File: config.mk
export PLATFORM = sky130hd
export DESIGN_NAME = pc_sequencer
export DESIGN_NICKNAME = d
export VERILOG_FILES = /design/src/rtl/pc_seq_pkg.sv /design/src/rtl/pc_incrementer.sv /design/src/rtl/pc_sequencer.sv
export SDC_FILE = /design/constraint.sdc
export NUM_CORES = 1
export LEC_CHECK = 0
export ABC_AREA = 1
export BUFFER_PORTS_ARGS = -buffer_cell sky130_fd_sc_hd__buf_2
export CORE_MARGIN = 2
export CORE_UTILIZATION = 39
export CTS_BUF_LIST = sky130_fd_sc_hd__clkbuf_8
export DETAILED_ROUTE_END_ITERATION = 6
export GPL_TIMING_DRIVEN = 0
export HOLD_SLACK_MARGIN = 0.08
export PLACE_DENSITY = 0.7
export REMOVE_ABC_BUFFERS = 1
export SYNTH_ARGS = -nofsm -noshare
export SYNTH_HDL_FRONTEND = slang
export SYNTH_HIERARCHICAL = 1
export SYNTH_SLANG_ARGS = --single-unit
File: constraint.sdc
create_clock -name Clk -period 1.9 [get_ports Clk]
set_input_delay 0.57 -clock Clk [delete_from_list [all_inputs] [get_ports Clk]]
set_output_delay 0.57 -clock Clk [all_outputs]
set_load 0.01 [all_outputs]
File: src/rtl/pc_seq_pkg.sv
// pc_seq_pkg: shared widths, reset PC and FSM state encoding for the PC sequencer
package pc_seq_pkg;
  localparam int PC_W = 32;
  localparam logic [PC_W-1:0] RESET_PC_DEF = 32'h0000_0000;
  typedef enum logic [1:0] {
    S_BOOT = 2'd0,
    S_RUN  = 2'd1,
    S_HALT = 2'd2
  } state_e;
endpackage

File: src/rtl/pc_incrementer.sv
// pc_incrementer: sequential fetch address, modulo 2^PC_W
module pc_incrementer
  import pc_seq_pkg::*;
#(
  parameter int PC_STEP = 4
) (
  input  logic [PC_W-1:0] pc_i,
  output logic [PC_W-1:0] pc_o
);
  always_comb pc_o = pc_i + PC_W'(PC_STEP);
endmodule

File: src/rtl/pc_sequencer.sv
// pc_sequencer: program counter, next-PC select, flush strobes and redirect counter
module pc_sequencer
  import pc_seq_pkg::*;
#(
  parameter logic [PC_W-1:0] RESET_PC = RESET_PC_DEF,
  parameter int              PC_STEP  = 4,
  parameter int              CNT_W    = 16
) (
  input  logic             Clk,
  input  logic             Reset,
  input  logic             Stall,
  input  logic             Jump,
  input  logic [PC_W-1:0]  JumpTarget,
  input  logic             BranchTaken,
  input  logic [PC_W-1:0]  BranchTarget,
  input  logic             Halt,
  output logic [PC_W-1:0]  PCResult,
  output logic [PC_W-1:0]  PCAddResult,
  output logic             FetchValid,
  output logic             FlushIF,
  output logic             FlushID,
  output logic             Error,
  output logic [CNT_W-1:0] RedirectCount
);
  state_e            state_q;
  logic [PC_W-1:0]   pc_q, pc_d, target;
  logic              fv_q, err_q, redirect, misaligned, run;
  logic [CNT_W-1:0]  cnt_q;
  pc_incrementer #(.PC_STEP(PC_STEP)) u_inc (
    .pc_i (pc_q),
    .pc_o (PCAddResult)
  );
  always_comb begin
    redirect   = BranchTaken || Jump;
    target     = BranchTaken ? BranchTarget : JumpTarget;
    misaligned = redirect && (target[1:0] != 2'b00);
    run        = state_q == S_RUN;
    FlushIF    = !Reset && run && redirect;
    FlushID    = !Reset && run && BranchTaken;
    pc_d       = !run || misaligned ? pc_q :
                 redirect           ? target :
                 Halt || Stall      ? pc_q : PCAddResult;
  end
  always_ff @(posedge Clk) begin
    if (Reset) begin
      state_q <= S_BOOT;
      pc_q    <= RESET_PC;
      fv_q    <= 1'b0;
      err_q   <= 1'b0;
      cnt_q   <= '0;
    end else begin
      pc_q <= pc_d;
      case (state_q)
        S_BOOT: begin
          state_q <= S_RUN;
          fv_q    <= 1'b1;
        end
        S_RUN:
          if (misaligned) begin
            err_q   <= 1'b1;
            state_q <= S_HALT;
            fv_q    <= 1'b0;
          end else if (redirect) begin
            cnt_q <= cnt_q + CNT_W'(!(&cnt_q));
          end else if (Halt) begin
            state_q <= S_HALT;
            fv_q    <= 1'b0;
          end
        default: ;
      endcase
    end
  end
  always_comb begin
    PCResult      = pc_q;
    FetchValid    = fv_q;
    Error         = err_q;
    RedirectCount = cnt_q;
  end
endmodule

==> results.env <==
WORSTSETUPSTARTPOINTTYPE='register'
HOLD_VIOL_FINAL=0
CLOCKROOTBUFFER='clkbuf_8'
TIMING_MAX_TRANSITION_VIOLATIONS_FINAL=0
GRT_FIRST_PASS_WIRELENGTH_UM=20970
RSZ0062_AT_GRT='true'
MAX_CAP_VIOLATIONS=0
IO_PINS=154
REGISTER_BIT_TOTAL_FROM_SYNTHESIS=51
WORSTHOLDPATHTYPE='register to register'
DATA_REQUIRED_TIME_OF_THE_CRITICAL_PATH_NS=1.33
GLOBAL_ROUTE.OVERFLOW_TOTAL=0
WORST_CLOCK_SKEW_NS=0.01471
CRITICAL_PATH.REG2REG.STARTPOINT='RedirectCount[4]'
FINALNETCOUNT=914
DESIGN_AREA_UM2=5731
DIODES=0
ANT_NETS=0
HOLD_PATH_END='Error'
POST_SYNTH_INST_COUNT=675
SETUP_TNS_NS=-7.502
MIN_DELAY_PATH_DEPTH=2
SYNTHESIS.AREA_UM2=3861
SETUP_SLACK_NS=-0.3756
N_FILL_CELL=919
GRT_USAGE_PCT=23.42
MIN_FROM='Error'
ROUTE.DETAILED.DRC=0
FINAL_LAYOUT_SIZE_SUFFIX_GT1_SHARE_PCT=39.60
CRIT_ARRIVAL_NS=1.71
FIRST_PASS_ITERS=5
PLACEDCELLCOUNT=933
WORST_R2R_END='RedirectCount[8]'
FINALWORSTPATHREQUIREDPERIOD_NS=2.276
FF2FF_PATH_DEPTH=11
AREA_GROWTH_SYN_TO_LAYOUT_PCT=48.41
STATUS='finished, violations left'
CTS-BUFFERS-INSERTED=5
NETLIST-CELL-TYPE-COUNT=29
POSTPLACECELLAREA_UM2=4634
WORST_REG_TO_REG_SETUP_SLACK_NS=0.09
CLOCK_TREE_FROM_TRITONCTS='built'
CORE_REGION_AREA_UM2=9684
VIOLATED_CHECKS='negative setup slack'
GP_CONGESTION=0.8890
VIAS_PER_CELL=4.957
ROWS=36
SYNTH.YOSYS.SEQ_AREA_SHARE_PCT=26.44
SETUP_VIOLATIONS=28
CTS.CLK_SLEW.WORST_PATHS_NS=0.11
SLEW-LIMIT-HEADROOM_PCT=31.15
DESIGN_POWER_TOTAL_W=0.003006
CTS-ROOT-TO-SINK-BUFFERS=2
CLKLATENCYLATEPIN_NS=0.32
POWER.STATIC_LEAKAGE_nW=2.740
PWR_DENSITY_CELL_nW_PER_UM2=524.6
GRT_MAX_DEGREE=36
CRITICAL_PATH.ENDPOINT_TYPE='output pin'
FP.DIEW_UM=103.5
INSTANCES_NO_FILL=974
PORT-BUFFER-COUNT=153
FIRST_GLOBAL_VIAS=4401
VIAS=4828
NUMCLOCKSINKS=51
YS.WARNINGS.COUNT=6
WORST_IR_DROP_VDD_mV=0.3801
ANTENNA_VIOLATIONS_BEFORE_REPAIR=0
INITIAL_CORE_UTIL_PCT=39.87
POST-DP-HPWL_UM=8270
MAX_CLOCK_FREQ_GHz=0.4395
AVERAGE_INSTANCE_AREA_AFTER_SYNTHESIS_UM2=5.720
FLOORPLAN.DIE_AREA_UM2=10710
COUNT_OF_HOLD_BUFFERS_INSERTED_BY_POST_CTS_REPAIR=0
WORST_PIN_SLEW_NS=1.032
FINALCRITPERIODSHARE_PCT=119.8
CTS-HTREE-LEVELS=2
WL_PER_CELL_UM=13.68
WORST_PATH_MAXIMUM_FANOUT=5
CRITICALPATHCATEGORY='register to output pin'
DETAILEDROUTE.FIRSTITERATIONVIOLATIONS=270
DIE_H_UM=103.5
ROUTED_WIRE_LENGTH_UM=13320
## critical path, stage by stage (launching register included)
cell and delay [ns]:
dfxtp_4 0.42, nand2_1 0.12, nor2_4 0.17, nand3b_1 0.23, nor2_1 0.17, nand2_1 0.08, nand2_2 0.09, buf_6 0.10
## layer usage
| layer | track usage [%] | up-vias | wire length (um) |
|---|---|---|---|
| met2 | 42.01 | 193 | 6451 |
| li1 | - | 2444 | - |
| met5 | 0 | - | 0 |
| met1 | 28.49 | 2170 | 5617 |
| met3 | 4.720 | 21 | 983 |
| met4 | 6.371 | 0 | 269 |
## layout make-up
cell class	instances	area, um^2	area share, %
clock inverters	3	67.56	1.179
well taps	133	166.4	2.904
inverters	44	202.7	3.537
flip-flops and latches	51	1147	20.02
repair inverters	2	20.02	0.3493
multi-input cells	556	2969	51.81
clock buffers	5	68.82	1.201
repair buffers	180	1089	19.00
## sequential cells by signal, summed over array words and instances (netlist names)
signal / cells
state_q: 2
PCResult: 32
RedirectCount: 16
Error: 1
## how the worst max path moves through the flow
stage / from / to / slack (ns) / depth (start not counted)
2_1_floorplan: BranchTaken / RedirectCount[15] / -0.1 / 9
3_3_place_gp: BranchTaken / RedirectCount[15] / -1.25 / 9
3_5_place_dp: BranchTaken / RedirectCount[15] / -1.30 / 9
4_1_cts: PCResult[2] / PCAddResult[14] / -0.36 / 7
5_1_grt: PCResult[6] / PCAddResult[19] / -0.45 / 7
6_report: PCResult[6] / PCAddResult[19] / -0.38 / 7
## kinds of logic after synthesis
| kind of cell | after synthesis | synth area share, % |
|---|---|---|
| xor+xnor | 17 | 4.051 |
| fa+ha+maj | 4 | 1.296 |
| flops | 51 | 26.44 |
| compound gates | 49 | 6.351 |
| simple gates | 482 | 53.34 |
| buf+inv | 72 | 8.522 |
## cells in the mapped netlist
cell	count	area [um^2]
inv_2	2	7.510
nor2_2	4	25.02
nand2_4	3	33.78
xor2_1	9	78.83
buf_4	6	45.04
nand2_1	267	1002
nand3b_1	9	67.56
nand4_1	8	50.05
and2_1	2	12.51
a21oi_1	42	210.2
nor2_4	6	67.56
ha_1	4	50.05
xnor2_1	7	61.31
nand3_2	1	10.01
clkbuf_1	14	52.55
nor2_1	122	457.9
buf_1	3	11.26
o21ai_0	6	30.03
o21ai_1	1	5.000
xor2_2	1	16.27
dfxtp_1	51	1021
nand2_2	2	12.51
inv_1	40	150.1
nor2_8	2	40.04
buf_6	4	45.04
nor3_1	2	10.01
nand3_1	54	270.3
inv_4	2	12.51
buf_2	1	5.000
## metrics by stage
step / worst slack [ns] / hold slack (ns) / util [%]
finish: -0.3756 / 0.4827 / 59.17
global route: -0.4529 / 0.5059 / 59.17
CTS: -0.3611 / 0.4831 / 53.99
detailed placement: -1.304 / 0.4581 / 47.86
global placement: -1.255 / 0.4562 / 47.86
floorplan: -0.09840 / 0.4575 / -
## repair_timing
action                                  4_1_cts  5_1_grt
endpoints found under the setup margin       80       39
pin swaps                                    19       44
cloned                                        6        0
setup buffers                                 9       18
resized for setup                           107      103
## cell usage in the layout, fill, tap and decap left out, drive strengths merged, types with 5 or more instances in the layout
cell type | Yosys | layout
o21ai | 7 | 7
clkbuf | 14 | 5
nand3b | 9 | 9
xor2 | 10 | 10
nor2 | 134 | 138
xnor2 | 7 | 7
nand4 | 8 | 8
inv | 44 | 46
a21oi | 42 | 42
buf | 14 | 180
nand2 | 272 | 272
dfxtp | 51 | 51
nand3 | 55 | 55
## power breakdown
part           switching (W)  internal (W)  total, W
Clock               0.000392      0.000526  0.000917
Sequential          0.000114       0.00113   0.00124
Combinational       0.000485      0.000366  0.000850
Power figures use the tool's default switching activity.
